File: config.mk
export PLATFORM = sky130hd
export DESIGN_NAME = wb_pipe_stage
export DESIGN_NICKNAME = d
export VERILOG_FILES = /design/src/rtl/wb_pipe_stage.sv
export SDC_FILE = /design/constraint.sdc
export NUM_CORES = 1
export LEC_CHECK = 0
export CORE_MARGIN = 3
export CORE_UTILIZATION = 35
export DETAILED_ROUTE_END_ITERATION = 7
export DONT_BUFFER_PORTS = 1
export MAX_ROUTING_LAYER = met4
export RECOVER_POWER = 50
export SYNTH_ARGS = -nofsm -noshare
export SYNTH_HDL_FRONTEND = slang
export SYNTH_SLANG_ARGS = --single-unit
export TNS_END_PERCENT = 1
File: constraint.sdc
create_clock -name clk -period 10.2 [get_ports clk]
set_clock_uncertainty 0.1 [all_clocks]
set_input_delay 2.55 -clock clk [delete_from_list [all_inputs] [get_ports clk]]
set_output_delay 2.55 -clock clk [all_outputs]
set_load 0.1 [all_outputs]
File: src/rtl/wb_pipe_stage.sv
// Write-back stage with built-in MEM/WB register.
// Holds one retiring instruction, waits for load data if needed, and commits a single
// register-file write per entry. The commit port also serves as the forwarding source.
// Optional feature: define WB_LD_TIMEOUT_EN to bound the load wait to LD_TIMEOUT cycles.
module wb_pipe_stage #(
   parameter int unsigned DATA_W     = 16,
   parameter int unsigned REG_AW     = 3,
   parameter int unsigned CNT_W      = 16,
   parameter int unsigned LD_TIMEOUT = 15
) (
   input  logic              clk,
   input  logic              rst,
   input  logic              inValid,
   output logic              inReady,
   input  logic [DATA_W-1:0] incPC,
   input  logic [DATA_W-1:0] aluResult,
   input  logic [DATA_W-1:0] immExt,
   input  logic [DATA_W-1:0] aluControl,
   input  logic [2:0]        writeBackOp,
   input  logic              regWrite,
   input  logic [REG_AW-1:0] writeReg,
   input  logic              dReady,
   input  logic [DATA_W-1:0] dReadData,
   input  logic              flush,
   output logic              rfWriteEn,
   output logic [REG_AW-1:0] rfWriteReg,
   output logic [DATA_W-1:0] rfWriteData,
   output logic              err,
   output logic [CNT_W-1:0]  retireCnt,
   output logic              ldTimeout
);

   typedef enum logic [1:0] {StEmpty, StWaitLd, StHold} state_e;

   localparam logic [2:0] OpPc   = 3'd0;
   localparam logic [2:0] OpLoad = 3'd1;
   localparam logic [2:0] OpAlu  = 3'd2;
   localparam logic [2:0] OpImm  = 3'd3;
   localparam logic [2:0] OpCtl  = 3'd4;

   state_e            state_q, state_d;
   logic [2:0]        op_q;
   logic              reg_write_q;
   logic [REG_AW-1:0] write_reg_q;
   logic [DATA_W-1:0] inc_pc_q;
   logic [DATA_W-1:0] alu_result_q;
   logic [DATA_W-1:0] imm_ext_q;
   logic [DATA_W-1:0] alu_control_q;
   logic [DATA_W-1:0] ld_data_q;
   logic [CNT_W-1:0]  retire_cnt_q;

   logic              accept;
   logic              in_hold;
   logic              commit;
   logic              ld_done;
   logic              ld_to_hit;
   logic              to_err;
   logic              illegal_op;
   logic [DATA_W-1:0] wb_data;

   // Handshake: a waiting load blocks the stage; HOLD can accept because it retires now.
   assign inReady = ~flush & (state_q != StWaitLd);
   assign accept  = inValid & inReady;
   assign in_hold = (state_q == StHold);
   // A flushed HOLD entry is dropped, not retired.
   assign commit  = in_hold & ~flush;
   assign ld_done = (state_q == StWaitLd) & dReady;

`ifdef WB_LD_TIMEOUT_EN
   localparam int unsigned ToW = (LD_TIMEOUT > 1) ? $clog2(LD_TIMEOUT) : 1;

   logic [ToW-1:0] to_cnt_q;
   logic           to_flag_q;
   logic           ld_timeout_q;

   // Last permitted wait cycle with no data: give up and retire the load as an error.
   assign ld_to_hit = (state_q == StWaitLd) & ~dReady & (32'(to_cnt_q) >= LD_TIMEOUT - 1);

   // Wait-cycle counter, per-entry timeout mark and sticky timeout flag.
   always_ff @(posedge clk or posedge rst) begin
      if (rst) begin
         to_cnt_q     <= '0;
         to_flag_q    <= 1'b0;
         ld_timeout_q <= 1'b0;
      end else begin
         if (accept) begin
            to_cnt_q  <= '0;
            to_flag_q <= 1'b0;
         end else if ((state_q == StWaitLd) && !ld_to_hit) begin
            to_cnt_q <= to_cnt_q + 1'b1;
         end
         if (ld_to_hit && !flush) begin
            to_flag_q    <= 1'b1;
            ld_timeout_q <= 1'b1;
         end
      end
   end

   assign to_err    = to_flag_q;
   assign ldTimeout = ld_timeout_q;
`else
   assign ld_to_hit = 1'b0;
   assign to_err    = 1'b0;
   assign ldTimeout = 1'b0;
`endif

   // State register.
   always_ff @(posedge clk or posedge rst) begin
      if (rst) begin
         state_q <= StEmpty;
      end else begin
         state_q <= state_d;
      end
   end

   // Next-state: flush overrides everything and empties the stage.
   always_comb begin
      state_d = state_q;
      unique case (state_q)
         StEmpty, StHold: begin
            if (accept) begin
               state_d = (writeBackOp == OpLoad) ? StWaitLd : StHold;
            end else begin
               state_d = StEmpty;
            end
         end
         StWaitLd: begin
            if (dReady || ld_to_hit) begin
               state_d = StHold;
            end
         end
         default: state_d = StEmpty;
      endcase
      if (flush) begin
         state_d = StEmpty;
      end
   end

   // Pipeline register: capture every field on accept; load data lands while waiting.
   always_ff @(posedge clk or posedge rst) begin
      if (rst) begin
         op_q          <= '0;
         reg_write_q   <= 1'b0;
         write_reg_q   <= '0;
         inc_pc_q      <= '0;
         alu_result_q  <= '0;
         imm_ext_q     <= '0;
         alu_control_q <= '0;
         ld_data_q     <= '0;
      end else if (accept) begin
         op_q          <= writeBackOp;
         reg_write_q   <= regWrite;
         write_reg_q   <= writeReg;
         inc_pc_q      <= incPC;
         alu_result_q  <= aluResult;
         imm_ext_q     <= immExt;
         alu_control_q <= aluControl;
         // Cleared so a timed-out load retires with zero data.
         ld_data_q     <= '0;
      end else if (ld_done && !flush) begin
         ld_data_q <= dReadData;
      end
   end

   // Retired-instruction counter; wraps naturally.
   always_ff @(posedge clk or posedge rst) begin
      if (rst) begin
         retire_cnt_q <= '0;
      end else if (commit) begin
         retire_cnt_q <= retire_cnt_q + 1'b1;
      end
   end

   assign retireCnt = retire_cnt_q;

   // Write-back source select from the held op.
   always_comb begin
      wb_data = '0;
      case (op_q)
         OpPc:    wb_data = inc_pc_q;
         OpLoad:  wb_data = ld_data_q;
         OpAlu:   wb_data = alu_result_q;
         OpImm:   wb_data = imm_ext_q;
         OpCtl:   wb_data = alu_control_q;
         default: wb_data = '0;
      endcase
   end

   assign illegal_op = (op_q > OpCtl);

   // Commit outputs; address and data are zero outside HOLD.
   always_comb begin
      err         = commit & (illegal_op | to_err);
      rfWriteEn   = commit & reg_write_q & ~(illegal_op | to_err);
      rfWriteReg  = '0;
      rfWriteData = '0;
      if (in_hold) begin
         rfWriteReg  = write_reg_q;
         rfWriteData = wb_data;
      end
   end

endmodule

==> impl_results.md, run 1 <==
* First-pass GRT wire length at 18100 µm
* Tightest Pin Transition at 3640 ps
* Number of synthesized flops with an enable pin at 0
* Final net count at 477
* # IOs at 131
* Synth Cell Area at 4760 µm²
* Final setup viols at 0
* Seq. cell area at 2630 µm²
* Failing checks: capacitance limit, slew limit
* Clock-pin slew on the worst setup and hold paths at 80 ps
* Clk_lat worst skew at 350 ps
* Via count at 3011
* Post-synthesis sequential area ratio at 55.2%
* Post-route worst setup slack at 3440 ps
* CTS tree: built
* Gr busiest metal: met2
* Number of synthesized register bits at 105
* Final ANT Viol Nets at 0
* Tcrit/Tclk final at 66.3%
* GRT Overall Usage at 16.7%
* Post-CTS setup buffers at 0
* Met2 Resource Use GR at 26.2%
* Largest net degree at the start of global routing at 89
* Top_reg_cell synth: dfrtp_1
* CP max FO at 66
* Outcome: complete, but fails checks
* Max-Cap Viols at 2
* Hold Crit Class: flop to flop
* Vias in the first global route at 3177
* RePlAce Congestion at 0.748
* CTS Hold Bufs at 0
* Worst setup EP type: asynchronous set/reset pin
* Asr flop ratio synth at 100%
* Rel. slew slack at -143%
* Core Util, Final at 40.5%
* Fillcell total at 1269
* Routed WL at 11800 µm
* DR WL/cell at 20.9 µm
* Gate Count Post-Synth at 393
* Mapped Nets at 486
* Worst path required time at 9720 ps
* Clock Sinks at 105
* Std cell rows at 41
* Vert. Die Dim at 123 µm
* DRC at 0
* Slew Limit Fails at 108
* Most numerous cell in the Yosys netlist: dfrtp_1
* TritonCTS buffer count at 9
* Yosys top cell by area: dfrtp_1
* IO buf count at 0
* Drt via density at 5.33
* Synth warnings at 0
* Overflow after GRT at 0
* Initial antenna violation count at 4
* Slowest-stage cell, CP: clkbuf_1
* Pwr Density at 208 nW/µm²
* Area of placed instances at 4960 µm²
* Initial core utilization at 36.8%
* Multi-input gate area at 2070 µm²
* Distinct cells, synth at 33
* Top cell type's share of synthesized area at 55.2%
* First drt pass iteration count at 4
* Horiz. Die Dim at 123 µm
* DR iter-0 viols at 163
* Worst path bufs/invs at 2
* Peak VDD IR at 0.000127 V
* Layout cells sized above 1 at 28.8%
* Clk buf depth at 2
* Final hold violation count at 0
* Post_cts resized at 0
* Area contributors post-synth: dfrtp_1 55%, mux2_2 14%, mux2_4 4.1%
* Met1 Track Usage GR at 20.5%
* Post-Place Setup Slack at 3820 ps
* Avg Inst Size Synth at 12.1 µm²
* Synth cell count leaders: 105 x dfrtp_1, 59 x mux2_2, 38 x nand2_1
* Delay-heaviest family, CP: buffers and inverters
* Startpoint types: input pin
* Leakage at 2.12 nW
* Category of the most critical setup path: input pin to asynchronous set/reset pin
* Max incr delay on CP at 2660 ps
* Design area at 5240 µm²
* CTS H-Tree Depth at 3
* Syn-to-layout area delta at 10.1%
* Crit path cell chain: clkinvlp_2 -> clkbuf_1
* Min Tclk post-route at 6760 ps
* HPWL after DPL at 8400 µm
* Core Region at 12900 µm²
* Crit path DAT at 6280 ps
* Setup TNS Final at 0 ps
* Clk root buf: clkbuf_16
* Overall Power at 1.09 mW
* Met3 Use GR at 6.96%
* RSZ-0062 raised after global routing: false
* Achievable frequency at 148 MHz
* Area of the die at 15000 µm²
## power breakdown
group / leakage [nW] / internal [mW] / switching [mW]
logic: 0.686 / 0.0734 / 0.105
registers: 1.30 / 0.468 / 0.109
clock network: 0.136 / 0.174 / 0.159
total: 2.12 / 0.716 / 0.373
## logic make-up (layout without fill, tap and decap cells)
| logic type | Yosys count | after routing | synth area share, % |
|---|---|---|---|
| DFF | 105 | 105 | 55.2 |
| and+or+nand+nor | 93 | 93 | 9.49 |
| muxes | 88 | 88 | 21.4 |
| AOI/OAI and AO/OA | 67 | 67 | 7.94 |
| buffers and inverters | 23 | 19 | 2.79 |
| xor gates and xnor gates | 15 | 15 | 2.76 |
| adders and majority gates | 1 | 1 | 0.263 |
| other | 1 | 5 | 0.0788 |
## sequential cells by signal, indices dropped and copies added, names as in the netlist
signal	cells
op_q	3
state_q	2
ld_data_q	16
inc_pc_q	16
imm_ext_q	16
alu_result_q	16
retireCnt	16
alu_control_q	16
reg_write_q	1
write_reg_q	3
## through the flow
step           std cells  hold slack, ps
5_1_grt              565             421
6_report             565             407
3_5_place_dp         545             392
2_1_floorplan        393             372
4_1_cts              561             408
3_3_place_gp         545             385
## final cells by class
class	count	share of cell area (%)
multi-input cells	265	39.5
clock buffers	11	4.63
inverters	1	0.0955
well taps	172	4.11
diodes	4	0.191
clock inverters	5	0.740
flip-flops and latches	105	50.2
repair buffers	2	0.549
## placed cells by master (no fill, tap or decap), types with 2 or more instances in the layout
cell type | synthesis | final
a22oi_1 | 16 | 16
nor2_1 | 21 | 20
clkbuf_1 | 7 | 2
nand2b_1 | 2 | 2
diode_2 | 0 | 4
nor2b_1 | 2 | 2
mux2_2 | 59 | 59
a21oi_2 | 0 | 16
nand3b_1 | 2 | 2
clkbuf_16 | 0 | 10
o21ai_0 | 17 | 17
xnor2_1 | 12 | 12
nand2_1 | 38 | 38
nor3b_2 | 1 | 3
nand3_1 | 9 | 9
mux2i_1 | 16 | 16
and3_1 | 4 | 4
xor2_1 | 3 | 3
dfrtp_1 | 105 | 105
and2_1 | 4 | 3
nand4_1 | 2 | 2
a21oi_1 | 33 | 17
clkinv_4 | 0 | 2
mux2_4 | 13 | 13
## final timing paths
kind                                startpoint               end  slack, ps  cells past startpoint
worst min-delay path            write_reg_q[2]    write_reg_q[2]        410                      1
worst min register to register  write_reg_q[2]    write_reg_q[2]        410                      1
worst max register to register      state_q[0]     imm_ext_q[11]       6940                      4
worst max-delay path                       rst  alu_control_q[3]       3440                      2
max in group clk                         flush         rfWriteEn       3830                      2
min in group asynchronous                  rst     retireCnt[12]       2420                      1
## metal layers
| layer | wire length [µm] | vias to the layer above |
|---|---|---|
| met5 | 0 | - |
| met4 | 68 | 0 |
| met3 | 1150 | 10 |
| met2 | 5740 | 116 |
| met1 | 4880 | 1522 |
| li1 | - | 1363 |
Note: power is estimated with default switching activity, not from simulation.
==> run 2: changes to the inputs <==
==> constraint.sdc (replaced) <==
create_clock -name clk -period 6.7 [get_ports clk]
set_clock_uncertainty 0.1 [all_clocks]
set_input_delay 1.675 -clock clk [delete_from_list [all_inputs] [get_ports clk]]
set_output_delay 1.675 -clock clk [all_outputs]
set_load 0.1 [all_outputs]
==> run 2 against run 1 <==
The run still ends with capacitance limit, slew limit left; largest power group unchanged; flip-flop and latch count is the same; cell count grew 0.18%; die area is the same; non-clock buffer count grew 1; final area grew 1.2%; routed wire length grew 1.5%; via count grew 0.93%; critical endpoint is now rfWriteData[14]; total power grew 60%; critical path depth grew 1; combinational power grew 52%; global-route usage grew 0.21 points; sequential share of layout area shrank 0.59 points.
==> impl_results.md, run 2 (synthesis gave the netlist of run 1 again) <==
* Vias in the first global route at 3316 (+4.4%)
* Crit path cell chain: nor3b_2 -> a22oi_1 -> a21oi_2
* Area of placed instances at 4970 µm² (+0.15%)
* DRC at 0 (unchanged)
* CTS H-Tree Depth at 3 (unchanged)
* Rel. slew slack at -34.7% (+110 points)
* Post_cts resized at 0 (unchanged)
* Setup TNS Final at 0 ps (unchanged)
* HPWL after DPL at 8750 µm (+4.2%)
* GRT Overall Usage at 16.9% (+0.21 points)
* Worst setup EP type: output port
* Peak VDD IR at 0.000175 V (+38%)
* Layout cells sized above 1 at 29.3% (+0.51 points)
* Horiz. Die Dim at 123 µm (unchanged)
* Reg2Reg Depth at 4 (unchanged)
* Achievable frequency at 183 MHz
* Largest net degree at the start of global routing at 89 (unchanged)
* Most frequent cells in the layout: 105 x dfrtp_1, 59 x mux2_2, 38 x nand2_1
* Critical path depth at 3 (+1)
* DR iter-0 viols at 167 (+2.5%)
* DR WL/cell at 21.2 µm (+1.3%)
* Final Non-Filler Cells at 566 (+0.18%)
* Crit path DAT at 3700 ps (-2580 ps)
* Multi-input gate area at 2070 µm² (unchanged)
* Clk buf depth at 2 (unchanged)
* Seq. cell area at 2630 µm² (unchanged)
* Worst path bufs/invs at 0 (-2)
* Slowest-stage cell, CP: nor3b_2
* Final net count at 478 (+0.21%)
* Clock-pin slew on the worst setup and hold paths at 70 ps (about the same)
* Outcome: complete, but fails checks
* Tightest Pin Transition at 2010 ps (-1630 ps)
* Fillcell total at 1271 (+0.16%)
* First-pass GRT wire length at 18400 µm (+1.7%)
* Delay-heaviest family, CP: compound AO/OA/AOI/OAI gates
* Most common cell after layout, fill and taps aside: dfrtp_1
* Category of the most critical setup path: flop to output port
* Syn-to-layout area delta at 11.4%
* Worst path required time at 4930 ps (-4790 ps)
* RSZ-0062 raised after global routing: false
* Overflow after GRT at 0 (unchanged)
* Clk root buf: clkbuf_16
* Post-CTS setup buffers at 0 (unchanged)
* Vert. Die Dim at 123 µm (unchanged)
* Routed WL at 12000 µm (+1.5%)
* Failing checks: capacitance limit, slew limit
* Clk_lat worst skew at 340 ps (about the same)
* Max incr delay on CP at 1110 ps (-1550 ps)
* Pwr Density at 329 nW/µm² (+58%)
* Via count at 3039 (+0.93%)
* Std cell rows at 41 (unchanged)
* Slew Limit Fails at 47 (-56%)
* Startpoint types: flop
* Initial antenna violation count at 5 (+1)
* Final hold violation count at 0 (unchanged)
* # IOs at 131 (unchanged)
* CTS Hold Bufs at 0 (unchanged)
* RePlAce Congestion at 0.844 (+13%)
* First drt pass iteration count at 4 (unchanged)
* Leakage at 2.16 nW (+1.6%)
* DP Cell Count at 546 (+0.18%)
* TritonCTS buffer count at 9 (unchanged)
* Initial core utilization at 36.8% (unchanged)
* IO buf count at 0 (unchanged)
* Clock Sinks at 105 (unchanged)
* Design area at 5300 µm² (+1.2%)
* Final ANT Viol Nets at 0 (unchanged)
* Drt via density at 5.37 (+0.75%)
* Max-Cap Viols at 2 (unchanged)
* Core Region at 12900 µm² (unchanged)
* Area of the die at 15000 µm² (unchanged)
* CTS tree: built
* Hold Crit Class: flop to flop
* Hold path depth at 1 (unchanged)
* Tcrit/Tclk final at 81.7%
* Min Tclk post-route at 5470 ps
* CP max FO at 21 (-68%)
* Final setup viols at 0 (unchanged)
-- run 2: layout make-up --
type                            count  share of cell area, %
Clock buffer                        9                   4.25
Clock inverter                      6                   2.03
Antenna cell                        5                  0.236
Inverter                            1                 0.0944
Tap cell                          172                   4.06
Multi-Input combinational cell    265                   39.1
Timing Repair Buffer                3                  0.708
Sequential cell                   105                   49.6
-- run 2: stage by stage --
step           utilization (%)  power [mW]  setup WS [ps]  hold WS [ps]
3_5_place_dp              38.4        1.17           1540           399
6_report                  41.0        1.74           1230           409
4_1_cts                   41.0        1.77           1160           415
3_3_place_gp              38.4        1.16           1690           387
5_1_grt                   41.0        1.83            989           424
2_1_floorplan                -        1.10           1060           372
-- run 2: layer usage --
| metal | wire length [µm] | track usage [%] | part of all wire, % | up-vias |
|---|---|---|---|---|
| li1 | - | - | - | 1362 |
| met1 | 4870 | 18.8 | 41 | 1535 |
| met3 | 1160 | 8.62 | 9.7 | 8 |
| met2 | 5890 | 27.6 | 49 | 134 |
| met4 | 93 | 3.15 | 0.77 | 0 |
| met5 | 0 | - | 0 | - |
-- run 2: report_power, final --
group          switching [mW]  internal, mW  total, mW
Clock                   0.227         0.362      0.589
Combinational           0.158         0.112      0.270
Sequential              0.171         0.713      0.885
-- run 2: path summary, 6_finish.rpt --
check                               startpoint                to  slack, ps
worst min-delay path            write_reg_q[1]    write_reg_q[1]        410
worst min register to register  write_reg_q[1]    write_reg_q[1]        410
worst max-delay path                   op_q[1]   rfWriteData[14]       1230
max in group asynchronous                  rst      imm_ext_q[2]       2680
worst max register to register      state_q[0]  alu_control_q[6]       3460
min in group asynchronous                  rst   alu_result_q[5]       1620
==> run 3: changes to the inputs <==
==> constraint.sdc (replaced) <==
create_clock -name clk -period 4.96 [get_ports clk]
set_clock_uncertainty 0.1 [all_clocks]
set_input_delay 1.24 -clock clk [delete_from_list [all_inputs] [get_ports clk]]
set_output_delay 1.24 -clock clk [all_outputs]
set_load 0.1 [all_outputs]
==> run 3 against run 2 <==
The flow still finishes with violations (capacitance limit, slew limit); cell count grew 3.7%; via count grew 1.9%; total power grew 30%; setup slack lost 320 ps; flip-flop and latch count is the same; register-to-register slack lost 2300 ps; final area grew 2.0%; core utilization grew 0.83 points; largest cell class unchanged.
==> impl_results.md, run 3 (synthesis gave the netlist of run 1 again) <==
* Horiz. Die Dim at 123 µm (unchanged)
* Crit path DAT at 4170 ps (+470 ps)
* Vert. Die Dim at 123 µm (unchanged)
* Slew Limit Fails at 42 (-11%)
* CTS tree: built
* Most common cell after layout, fill and taps aside: dfrtp_1
* Area of placed instances at 5130 µm² (+3.3%)
* Final Non-Filler Cells at 587 (+3.7%)
* Routed WL at 11900 µm (-0.62%)
* DR iter-0 viols at 134 (-20%)
* Pwr Density at 421 nW/µm² (+28%)
* Post-CTS setup buffers at 0 (unchanged)
* Peak VDD IR at 0.000228 V (+30%)
* GRT Overall Usage at 17.0% (+0.14 points)
* Clk root buf: clkbuf_16
* Vias in the first global route at 3315 (-0.030%)
* Overflow after GRT at 0 (unchanged)
* CTS H-Tree Depth at 3 (unchanged)
* DP Cell Count at 568 (+4.0%)
* Drt via density at 5.28 (-1.7%)
* CTS Hold Bufs at 0 (unchanged)
* TritonCTS buffer count at 9 (unchanged)
* DRC at 0 (unchanged)
* Category of the most critical setup path: input pin to flop
* Leakage at 2.24 nW (+4.0%)
* Max-Cap Viols at 1 (-1)
* Final hold violation count at 0 (unchanged)
* Tightest Pin Transition at 2060 ps (+54.1 ps)
* Clk_lat worst skew at 350 ps (about the same)
* Post_cts resized at 0 (unchanged)
* RSZ-0062 raised after global routing: false
* Tcrit/Tclk final at 81.6%
* Area of the die at 15000 µm² (unchanged)
* Final setup viols at 0 (unchanged)
* Std cell rows at 41 (unchanged)
* HPWL after DPL at 8670 µm (-0.89%)
* Layout cells sized above 1 at 31.7% (+2.4 points)
* Hold Crit Class: flop to flop
* Post-Place Setup Slack at 1490 ps (-57.5 ps)
* First-pass GRT wire length at 18500 µm (+0.71%)
* Rel. slew slack at -37.6% (-2.9 points)
* Most frequent cells in the layout: 105 x dfrtp_1, 59 x mux2_2, 38 x nand2_1
* Syn-to-layout area delta at 13.7%
* RePlAce Congestion at 0.832 (-1.4%)
* Startpoint types: input pin
* Initial antenna violation count at 5 (unchanged)
* Clock-pin slew on the worst setup and hold paths at 70 ps (about the same)
* Clock Sinks at 105 (unchanged)
* Min Tclk post-route at 4050 ps
* Via count at 3098 (+1.9%)
* Clk buf depth at 2 (unchanged)
* First drt pass iteration count at 4 (unchanged)
* Core Region at 12900 µm² (unchanged)
* Post-route worst setup slack at 913 ps (-316 ps)
* Overall Power at 2.27 mW (+30%)
* Worst path required time at 5090 ps (+160 ps)
* DR WL/cell at 20.3 µm (-4.2%)
* CP max FO at 41 (+95%)
* Initial core utilization at 36.8% (unchanged)
* Outcome: complete, but fails checks
* Largest net degree at the start of global routing at 88 (-1.1%)
* Achievable frequency at 247 MHz
* Failing checks: capacitance limit, slew limit
* Final net count at 500 (+4.6%)
* Setup TNS Final at 0 ps (unchanged)
* IO buf count at 0 (unchanged)
* # IOs at 131 (unchanged)
* Worst setup EP type: flop
* Design area at 5410 µm² (+2.0%)
* Final ANT Viol Nets at 0 (unchanged)
[run 3: metal layers]
metal	vias to the layer above	GRT usage, %	routed length [µm]
li1	1408	-	-
met1	1554	19.9	4900
met2	117	26.7	5730
met3	19	7.28	1080
met4	0	5.25	223
met5	-	-	0
[run 3: power breakdown]
| part | internal [mW] | leakage [nW] | total (mW) | switching [mW] |
|---|---|---|---|---|
| Sequential | 0.964 | 1.30 | 1.18 | 0.215 |
| Clock | 0.399 | 0.138 | 0.703 | 0.304 |
| Combinational | 0.163 | 0.805 | 0.392 | 0.230 |
| Total | 1.53 | 2.24 | 2.27 | 0.749 |
[run 3: final cells by class]
| cell class | count | area, µm² |
|---|---|---|
| tap | 172 | 215 |
| clock buffer | 11 | 243 |
| inverter | 1 | 6.26 |
| clock inverter | 3 | 42.5 |
| antenna | 5 | 12.5 |
| fill | 1266 | 7520 |
| timing repair buffer | 25 | 201 |
| multi-input combinational | 265 | 2060 |
| sequential | 105 | 2630 |
[run 3: path summary, 6_finish.rpt]
kind	from	end	slack, ps	cells past startpoint
setup / recovery	flush	imm_ext_q[11]	910	5
min in group asynchronous	rst	inc_pc_q[5]	940	1
hold reg to reg	alu_control_q[1]	alu_control_q[1]	400	1
hold / removal	alu_control_q[1]	alu_control_q[1]	400	1
setup reg to reg	state_q[0]	imm_ext_q[11]	1190	6
max in group asynchronous	rst	imm_ext_q[4]	2290	2
[run 3: critical path: stages]
cell and delay, ps:
nor2_2 90, buf_4 300, and2_1 1570, buf_4 560, mux2_2 380
[run 3: through the flow]
stage	hold WS, ps	utilization (%)
after floorplan	372	-
after global placement	385	39.7
after detailed placement	393	39.7
after CTS	408	41.9
after global routing	425	41.8
final	397	41.8
==> edit: new RTL, settings of run 3 <==
Change the parameter `DATA_W` from 16 to 32.
--- a/src/rtl/wb_pipe_stage.sv
+++ b/src/rtl/wb_pipe_stage.sv
@@ -3,7 +3,7 @@
 // register-file write per entry. The commit port also serves as the forwarding source.
 // Optional feature: define WB_LD_TIMEOUT_EN to bound the load wait to LD_TIMEOUT cycles.
 module wb_pipe_stage #(
-   parameter int unsigned DATA_W     = 16,
+   parameter int unsigned DATA_W     = 32,
    parameter int unsigned REG_AW     = 3,
    parameter int unsigned CNT_W      = 16,
    parameter int unsigned LD_TIMEOUT = 15
Interface: changed (6 resized); port bits go from 131 to 227. No check against the original RTL was run, so the function may have changed too.
==> edit against run 3 <==
The flow still finishes with violations (capacitance limit, slew limit). Clock power increased by 99%. Worst hold slack improved by 0.0044 ns. Cell area increased by 83%. Sequential cell count increased by 80. Routed wire length increased by 97%. Worst setup slack got worse by 0.29 ns. Cell count increased by 79%. Power increased by 84%. Synthesized cell count increased by 77%. Synthesized area increased by 84%. Critical endpoint is now rfWriteData[31]. Largest power group unchanged.
==> edit: results (changes against run 3) <==
share of layout cells above drive strength 1=35.4% (+3.7 points); drt first pass iters=5 (+1); fin nets=881 (+76%); CP peak stage delay=0.75 ns (-0.82 ns); multi-input gates=455 (+72%); Slew HR=-54.0% (-16 points); worst hold slack=0.402 ns (+0.00440 ns); Signal buf overhead=3.78% (+0.051 points); DRT iter0 DRCs=366 (+170%); clk sinks=185 (+76%); Worst Hold Endpoint=write_reg_q[2]; Avg Vias per Cell=5.28 (about the same); initial antenna violation count=7 (+2); leakage=4.14 nW (+85%); post-synth cell types=35 (+6.1%); min-delay src=write_reg_q[2]; Synth area leaders=dfrtp_1, mux2_2, mux2_4; Diodes inserted=7 (+2); max cap viols=3 (+2); worst setup path end=rfWriteData[31]; Tot GR Track Use=17.9% (+0.93 points); Clock buf/inv share=6.02% (+0.74 points); failing checks=capacitance limit, slew limit; outcome=finished, violations left; mux contribution to synthesized area=24.1% (+2.7 points); RR Endpoint=inc_pc_q[15]; most frequent cells after synthesis=dfrtp_1, mux2_2, nand2_1; pin count of the biggest net entering global routing=91 (+3.4%); area of the multi-input gates=3850 sq um (+87%); latest clock arrival within the worst-skew pair=0.42 ns (+0.07 ns); post-DP HPWL=15700 um (+82%); via count of the first global-routing pass=5946 (+79%); register area=4630 sq um (+76%); worst reg-to-reg setup slack=1.34 ns (+0.15 ns); Max VDD drop=0.000417 V (+83%); clock buf count=20 (+9); Slew Viols, Final=188 (+350%); Compound-Gate Fraction of Synth Area=9.87% (+1.9 points); wire length of the first global-routing pass=35800 um (+93%); Wirelength per Cell=22.4 um (+10%); slowest CP cell=nor2b_4
edit: cell count changes in the layout (fill, tap and decap cells not counted), moves of 32 or more:
cell,before,now
dfrtp_1,105,182
mux2_2,59,110
a22oi_1,16,64
mux2_4,11,56
and2_1,4,36
nand2_1,38,70
o22ai_1,0,32
edit: metrics by stage:
step	setup slack (ns)	area, sq um	instances	power [mW]
after floorplan	0.524	8750	696	2.64
after global placement	1.04	9300	1013	2.82
after detailed placement	1.00	9300	1013	2.83
after CTS	0.530	9900	1045	4.25
after global routing	0.378	9880	1052	4.40
final	0.626	9880	1052	4.19
edit: routing by layer:
layer / track usage, % / vias up / share of wire (%)
met4: 4.69 / 0 / 1.3
met1: 23.2 / 2815 / 44
met5: - / - / 0
met3: 5.35 / 15 / 7.3
li1: - / 2529 / -
met2: 27.7 / 198 / 47
edit: report_power, final:
part	internal, mW	leakage (nW)	switching (mW)
clock network	0.779	0.293	0.617
registers	1.70	2.27	0.296
logic	0.382	1.57	0.417
total	2.86	4.14	1.33
